**src/rtl/frame_receiver.sv**
```systemverilog
// frame_receiver: measures one-way delay of probe frames on the MAC RX client byte stream.
// Define FRAME_RECEIVER_MINMAX_EN to build min_delay/max_delay tracking.
module frame_receiver #(
    parameter logic [15:0] ETHERTYPE    = 16'h88B5,
    parameter int          STAMP_OFFSET = 14,
    parameter int          CNT_WIDTH    = 16
) (
    input  logic                 rx_clk,
    input  logic                 reset_n,
    input  logic [31:0]          cur_time,
    input  logic [7:0]           mac_rx_data,
    input  logic                 mac_rx_dvld,
    input  logic                 mac_rx_goodframe,
    input  logic                 mac_rx_badframe,
    input  logic                 clear_stats,
    output logic [31:0]          delay_value,
    output logic                 delay_valid,
    output logic [CNT_WIDTH-1:0] good_frame_cnt,
    output logic [CNT_WIDTH-1:0] bad_frame_cnt,
    output logic [CNT_WIDTH-1:0] probe_frame_cnt
`ifdef FRAME_RECEIVER_MINMAX_EN
    ,
    output logic [31:0]          min_delay,
    output logic [31:0]          max_delay
`endif
);

    typedef enum logic [2:0] {IDLE, HDR, STAMP, PAYLOAD, WAIT_STATUS} state_t;

    localparam logic [5:0]           STAMP_FIRST = 6'(STAMP_OFFSET);
    localparam logic [5:0]           STAMP_LAST  = 6'(STAMP_OFFSET + 3);
    localparam logic [5:0]           MIN_LEN     = 6'(STAMP_OFFSET + 4);
    localparam logic [5:0]           IDX_MAX     = 6'd63;
    localparam logic [CNT_WIDTH-1:0] CNT_MAX     = '1;
    localparam logic [CNT_WIDTH-1:0] CNT_ONE     = CNT_WIDTH'(1);

    state_t      state;
    logic [5:0]  byte_idx;
    logic [31:0] arrival_time;
    logic [31:0] tx_stamp;
    logic        is_probe;
    logic        type_hi_ok;
    logic        armed;

    logic        frame_end;
    logic        in_status;
    logic        probe_ok;
    logic        start;
    logic        accept_good;
    logic        accept_bad;
    logic        lost;
    logic        inc_good;
    logic        inc_bad;
    logic        inc_probe;
    logic [31:0] new_delay;

    // A status pulse on the dvld falling cycle is handled as if already in WAIT_STATUS;
    // byte_idx still holds the received length there, so the runt check applies directly.
    always_comb begin
        frame_end   = (state inside {HDR, STAMP, PAYLOAD}) && !mac_rx_dvld;
        in_status   = (state == WAIT_STATUS) || frame_end;
        probe_ok    = is_probe && (byte_idx >= MIN_LEN);
        accept_good = in_status && mac_rx_goodframe;
        accept_bad  = in_status && !mac_rx_goodframe && mac_rx_badframe;
        lost        = (state == WAIT_STATUS) && mac_rx_dvld && !mac_rx_goodframe && !mac_rx_badframe;
        start       = mac_rx_dvld && (((state == IDLE) && armed) || (state == WAIT_STATUS));
        inc_good    = accept_good;
        inc_bad     = accept_bad || lost;
        inc_probe   = accept_good && probe_ok;
        new_delay   = arrival_time - tx_stamp;
    end

    // armed stays low after reset until dvld is seen low, so a frame cut by reset is never picked up.
    always_ff @(posedge rx_clk or negedge reset_n) begin
        if (!reset_n) begin
            state        <= IDLE;
            byte_idx     <= '0;
            arrival_time <= '0;
            tx_stamp     <= '0;
            is_probe     <= 1'b0;
            type_hi_ok   <= 1'b0;
            armed        <= 1'b0;
            delay_value  <= '0;
            delay_valid  <= 1'b0;
        end else begin
            delay_valid <= 1'b0;
            if (!mac_rx_dvld) begin
                armed <= 1'b1;
            end
            if (inc_probe) begin
                delay_value <= new_delay;
                delay_valid <= 1'b1;
            end
            if (start) begin
                state        <= HDR;
                byte_idx     <= 6'd1;
                arrival_time <= cur_time;
                is_probe     <= 1'b0;
                type_hi_ok   <= 1'b0;
            end else begin
                case (state)
                    HDR, STAMP, PAYLOAD: begin
                        if (!mac_rx_dvld) begin
                            if (byte_idx < MIN_LEN) begin
                                is_probe <= 1'b0;
                            end
                            state <= (mac_rx_goodframe || mac_rx_badframe) ? IDLE : WAIT_STATUS;
                        end else begin
                            if (byte_idx != IDX_MAX) begin
                                byte_idx <= byte_idx + 6'd1;
                            end
                            if (byte_idx == 6'd12) begin
                                type_hi_ok <= (mac_rx_data == ETHERTYPE[15:8]);
                            end
                            if (byte_idx == 6'd13) begin
                                is_probe <= type_hi_ok && (mac_rx_data == ETHERTYPE[7:0]);
                            end
                            if ((byte_idx >= STAMP_FIRST) && (byte_idx <= STAMP_LAST)) begin
                                tx_stamp <= {tx_stamp[23:0], mac_rx_data};
                            end
                            if ((state == HDR) && (byte_idx == STAMP_FIRST)) begin
                                state <= STAMP;
                            end
                            if ((state == STAMP) && (byte_idx == STAMP_LAST)) begin
                                state <= PAYLOAD;
                            end
                        end
                    end
                    WAIT_STATUS: begin
                        if (mac_rx_goodframe || mac_rx_badframe) begin
                            state <= IDLE;
                        end
                    end
                    default: state <= IDLE;
                endcase
            end
        end
    end

    // A clear wins over any increment in the same cycle.
    always_ff @(posedge rx_clk or negedge reset_n) begin
        if (!reset_n) begin
            good_frame_cnt  <= '0;
            bad_frame_cnt   <= '0;
            probe_frame_cnt <= '0;
        end else if (clear_stats) begin
            good_frame_cnt  <= '0;
            bad_frame_cnt   <= '0;
            probe_frame_cnt <= '0;
        end else begin
            if (inc_good && (good_frame_cnt != CNT_MAX)) begin
                good_frame_cnt <= good_frame_cnt + CNT_ONE;
            end
            if (inc_bad && (bad_frame_cnt != CNT_MAX)) begin
                bad_frame_cnt <= bad_frame_cnt + CNT_ONE;
            end
            if (inc_probe && (probe_frame_cnt != CNT_MAX)) begin
                probe_frame_cnt <= probe_frame_cnt + CNT_ONE;
            end
        end
    end

`ifdef FRAME_RECEIVER_MINMAX_EN
    always_ff @(posedge rx_clk or negedge reset_n) begin
        if (!reset_n) begin
            min_delay <= 32'hFFFF_FFFF;
            max_delay <= '0;
        end else if (clear_stats) begin
            min_delay <= 32'hFFFF_FFFF;
            max_delay <= '0;
        end else if (inc_probe) begin
            if (new_delay < min_delay) begin
                min_delay <= new_delay;
            end
            if (new_delay > max_delay) begin
                max_delay <= new_delay;
            end
        end
    end
`else
    // Without min/max tracking the delay is reported only through delay_value.
`endif

endmodule

```
**config.mk**
```make
export PLATFORM = sky130hd
export DESIGN_NAME = frame_receiver
export DESIGN_NICKNAME = d
export VERILOG_FILES = /design/src/rtl/frame_receiver.sv
export SDC_FILE = /design/constraint.sdc
export NUM_CORES = 1
export LEC_CHECK = 0
export ABC_AREA = 1
export BUFFER_PORTS_ARGS = -buffer_cell sky130_fd_sc_hd__buf_4
export CORE_ASPECT_RATIO = 1.25
export CORE_MARGIN = 8
export CORE_UTILIZATION = 50
export DETAILED_ROUTE_END_ITERATION = 6
export GPL_ROUTABILITY_DRIVEN = 0
export PLACE_DENSITY = 0.73
export SYNTH_ARGS = -nofsm -noshare
export SYNTH_HDL_FRONTEND = slang
export SYNTH_SLANG_ARGS = --single-unit
```
**constraint.sdc**
```tcl
create_clock -name rx_clk -period 1.77 [get_ports rx_clk]
set_input_delay 0.177 -clock rx_clk [delete_from_list [all_inputs] [get_ports rx_clk]]
set_output_delay 0.177 -clock rx_clk [all_outputs]
set_load 0.02 [all_outputs]
```
Word-level counts from Yosys, hierarchy flattened
Index checks and enable logic that the tools add are counted.
Widths: inputs -> output; s select.

operators by class
  add/sub/neg operators = 5
  order comparisons = 4
  equality and inequality tests = 17
  mux-type cells = 27
  bitwise logic cells = 1
  reduce and logical (&&, ||, !) cells = 41

operators with widths
  cell                   count
  $mux 16                6
  $add 16x1->16 const B  3
  $ne 16x16->1 const B   3
  $sub 32x32->32         1
  $mux 6                 4
  $eq 6x4->1 const B     3
  $logic_and 1x1->1      18
  $mux 3                 6
  $eq 8x8->1 const B     2
  $reduce_bool 2->1      7
  $mux 1                 10
  $reduce_and 3->1       3
  $add 6x1->6 const B    1
  $eq 3x2->1 const B     2
  $eq 6x5->1 const B     1
  $ge 6x4->1 const B     1
  $ge 6x5->1 const B     1
  $le 6x5->1 const B     1
  $lt 6x5->1 const B     1
  $ne 6x6->1 const B     1
  $pmux 3 s2             1
  $reduce_bool 3->1      2
  $ne 5x5->1 const B     1
  $logic_or 1x1->1       4
  other kinds (10)       12

storage, ports and cells
  flip-flop bits (word level) = 157
  input bits = 46
  output and inout bits = 81
  logic and storage cells = 107

Logic depth before layout (Yosys ltp)
  word-level depth = 10
  depth in mapped cells = 15
  gate-level depth less buffers = 15

Worst setup path after synthesis
OpenSTA, ideal clock, no wires.

  kind = register to register
  start = reg tx_stamp[0]
  end = reg delay_value[28]
  setup time = 117 ps
  data arrival time = 1688 ps
  required time = 1653 ps
  path slack = -35 ps
  stages on the path, launching flop included = 13
  path buffers = 0
  period minus slack after synthesis = 1805 ps
  path through = dfrtp_1 -> ha_1 -> fa_1 -> inv_1 -> nand3_1 -> nand3_1 -> nand3_1 -> nand3_1 -> nand2_1 -> nand2_1 -> nand2_1 -> nand3_1 -> nand2_1

on the way
  word-level cells in the longest chain between the ends = 1

RTL lines
  element                 line  RTL
  start, declared         40    logic [31:0] tx_stamp;
  start signal, assigned  119   tx_stamp <= {tx_stamp[23:0], mac_rx_data};
  $sub 32x32->32          70    new_delay = arrival_time - tx_stamp;
  end signal, assigned    91    delay_value <= new_delay;
  end, declared           16    output logic [31:0] delay_value,

No other way between the ends.
A chain may end at the register's enable or synchronous reset.

Worst setup path after layout
  start = reg arrival_time[10]
  end = reg delay_value[24]

on the way
  word-level cells in the longest chain between the ends = 1

RTL lines
  element                 line  RTL
  start, declared         39    logic [31:0] arrival_time;
  start signal, assigned  97    arrival_time <= cur_time;
  $sub 32x32->32          70

No other way between the ends.

==> results.sh <==
export IMPL_groute_usage_overall_pct=23.59
export IMPL_die_h_um=172.3
export IMPL_ys_flop_type="dfrtp_1"
export IMPL_ir_worst_vdd_uv=849.4
export IMPL_post_route_period_util_pct=110.1
export IMPL_path_max_fanout=4
export IMPL_grt_pass1_vias=9790
export IMPL_grt_busiest_layer="met2"
export IMPL_p_leak_nw=7.094
export IMPL_grt_pass1_wl_mm=46.21
export IMPL_rsz0062_at_grt="yes"
export IMPL_synth_nets=1475
export IMPL_die_x_um=141
export IMPL_vias=10570
export IMPL_drive_above_1_share_pct=31.27
export IMPL_routedWlPerCell_um=17.03
export IMPL_htreeDepth=4
export IMPL_worst_setup_path_end_kind="flop"
export IMPL_die_area_mm2=0.02429
export IMPL_fmax_mhz=513.2
export IMPL_grt_util_met1_pct=26.67
export IMPL_io_pins=127
export IMPL_met2_usage_pct=42.87
export IMPL_seqCellArea_mm2=0.003933
export IMPL_netlist_area_mm2=0.009766
export IMPL_rows=57
export IMPL_worstPathArrival_ps=2270
export IMPL_period_minus_slack_ps=1949
export IMPL_clock_path_buffers=2
export IMPL_synth_distinct_cells=40
export IMPL_finalHoldViolCount=0
export IMPL_n_antenna_cell=0
export IMPL_powerDensity_mw_per_mm2=1427
export IMPL_antenna_found_initial=0
export IMPL_synthCells=1389
export IMPL_drc=7
export IMPL_clock_skew_ps=8.472
export IMPL_drv_cap=0
export IMPL_cts_sinks=157
export IMPL_worst_slack_ps=-178.7
export IMPL_multi_input_area_mm2=0.005926
export IMPL_path_class="reg2reg"
export IMPL_hold_class="in2reg"
export IMPL_ys_seq_area_share_pct=40.23
export IMPL_core_mm2=0.01933
export IMPL_globalRoute_totalOverflow=0
export IMPL_synth_edff_count=0
export IMPL_cts_tree="built"
export IMPL_drt_iter0_markers=841
export IMPL_io_buffers=126
export IMPL_cts_made_buffers=17
export IMPL_syn2layout_area_growth_pct=42.46
export IMPL_layout_nets=1752
export IMPL_clkLatencyLatePin_ps=440
export IMPL_mostFrequentLayoutCell="nand2_1"
export IMPL_violations="design-rule violations, negative setup slack"
export IMPL_start_kind="flop"
export IMPL_worst_pin_slew_ps=539.7
export IMPL_drt_vias_per_instance=5.437
export IMPL_cts_root_buf="clkbuf_16"
export IMPL_ys_ff_latch=157
export IMPL_initial_core_util_pct=50.53
export IMPL_power_mw=19.85
export IMPL_num_fill_cells=1387
export IMPL_status="finished with violations"
export IMPL_grt_max_degree=63
export IMPL_mostFrequentLayoutCells="436 x nand2_1, 239 x buf_4, 169 x inv_1"
export IMPL_dr_pass1_iters=7
export IMPL_use_met3_pct=4.834
export IMPL_wirelength_mm=33.10
export IMPL_async_flop_share_pct=100.0
export IMPL_ant_nets=0
export IMPL_setup_violations_final=20
export IMPL_drv_slew=0
export IMPL_crit_required_ps=2090
export IMPL_avgSynthCellArea_um2=7.031
export IMPL_yosys_warnings=0
export IMPL_dp_hpwl_mm=20.10
export IMPL_relSlewSlack_pct=63.98
export IMPL_clk_pin_slew_worst_paths_ps=60
export IMPL_final_setup_tns_ps=-1444
## per-layer routing
metal  routed length (um)  share of wire (%)
met5                    0                  0
met4                 1695                5.1
met3                 2429                7.3
met2                16600                 50
met1                12380                 37
## critical path: stages, from the launching register on
cell	delay, ps
dfrtp_1	430
ha_4	360
nand2_4	80
nor2_2	230
nand2_1	170
nor2_1	180
nand2_2	90
nand3_2	70
nand2_1	60
nand3_1	90
nand2_1	70
## state kept, by name (all words and copies together) (netlist names), 3 cells and up
name / flops
bad_frame_cnt: 16
good_frame_cnt: 16
probe_frame_cnt: 16
tx_stamp: 32
byte_idx: 6
delay_value: 32
arrival_time: 32
state: 3
## area by class of cell
cell class                      count  area share, %
Inverter                          207          5.711
Sequential cell                   157          28.27
Timing Repair Buffer              287          16.99
Tap cell                          265          2.383
Clock inverter                     10         0.6475
Clock buffer                       22          3.409
Multi-Input combinational cell    996          42.59
## cell usage after synthesis (2+ instances only)
master	count	share of area, %
nor2_4	4	0.46
clkbuf_1	13	0.50
o21ai_2	11	0.99
nand3_2	2	0.21
ha_1	39	5.0
nand3b_1	5	0.38
o31ai_1	4	0.31
nand3_1	90	4.6
xnor2_1	15	1.3
nand4_1	18	1.2
nand2_4	3	0.35
nand2_1	507	19
buf_6	6	0.69
inv_1	205	7.9
o21ai_1	13	0.67
buf_2	10	0.51
o21bai_1	3	0.23
a21oi_1	39	2.0
nand2_2	3	0.19
inv_2	2	0.077
dfrtp_1	157	40
o21ai_0	60	3.1
xor2_1	29	2.6
nor3_1	26	1.3
nor2_1	108	4.2
nor4_1	3	0.19
## power breakdown
group	internal (mW)	switching, mW
clock network	2.04	1.54
registers	4.10	0.558
logic	4.74	6.87
## logic make-up (layout without fill, tap and decap cells)
group	after synthesis	after routing	synth area share [%]
AND/OR/NAND/NOR	775	776	33.11
AO/OA/AOI/OAI	136	136	7.777
flip-flops	157	157	40.23
XOR/XNOR	44	44	3.946
adder cells (fa/ha/maj)	40	40	5.202
buffers and inverters	237	526	9.737
## worst paths after layout
check / slack (ps) / cells past startpoint / startpoint / endpoint
worst min-delay path: 9 / 4 / mac_rx_badframe / state[2]$_DFFE_PN0P_
min in group asynchronous: 130 / 2 / reset_n / byte_idx[3]$_DFFE_PN0P_
worst min register to register: 450 / 2 / armed$_DFFE_PN0N_ / armed$_DFFE_PN0N_
worst max register to register: -180 / 10 / arrival_time[10]$_DFFE_PN0N_ / delay_value[24]$_DFFE_PN0P_
max in group asynchronous: 950 / 3 / reset_n / delay_value[27]$_DFFE_PN0P_
worst max-delay path: -180 / 10 / arrival_time[10]$_DFFE_PN0N_ / delay_value[24]$_DFFE_PN0P_
## metrics by stage
stage	hold WS, ps	util (%)	cells	area (um2)	setup WS [ps]
3_3_place_gp	12.59	60.22	1843	11640	-107.8
6_report	8.734	71.98	1944	13910	-178.7
3_5_place_dp	13.23	60.22	1843	11640	-165.8
5_1_grt	26.39	71.98	1944	13910	-269.3
2_1_floorplan	-118.6	-	1389	9776	11.45
4_1_cts	2.096	66.57	1910	12870	-21.55
## timing repair
item,CTS,global route
pin swaps,2,66
setup endpoints to repair,24,136
buffers inserted,1,31
hold endpoints to repair,190,0
hold buffers,34,0
resized for setup,54,233
cloned,0,3
Note: power is estimated with default switching activity, not from simulation.
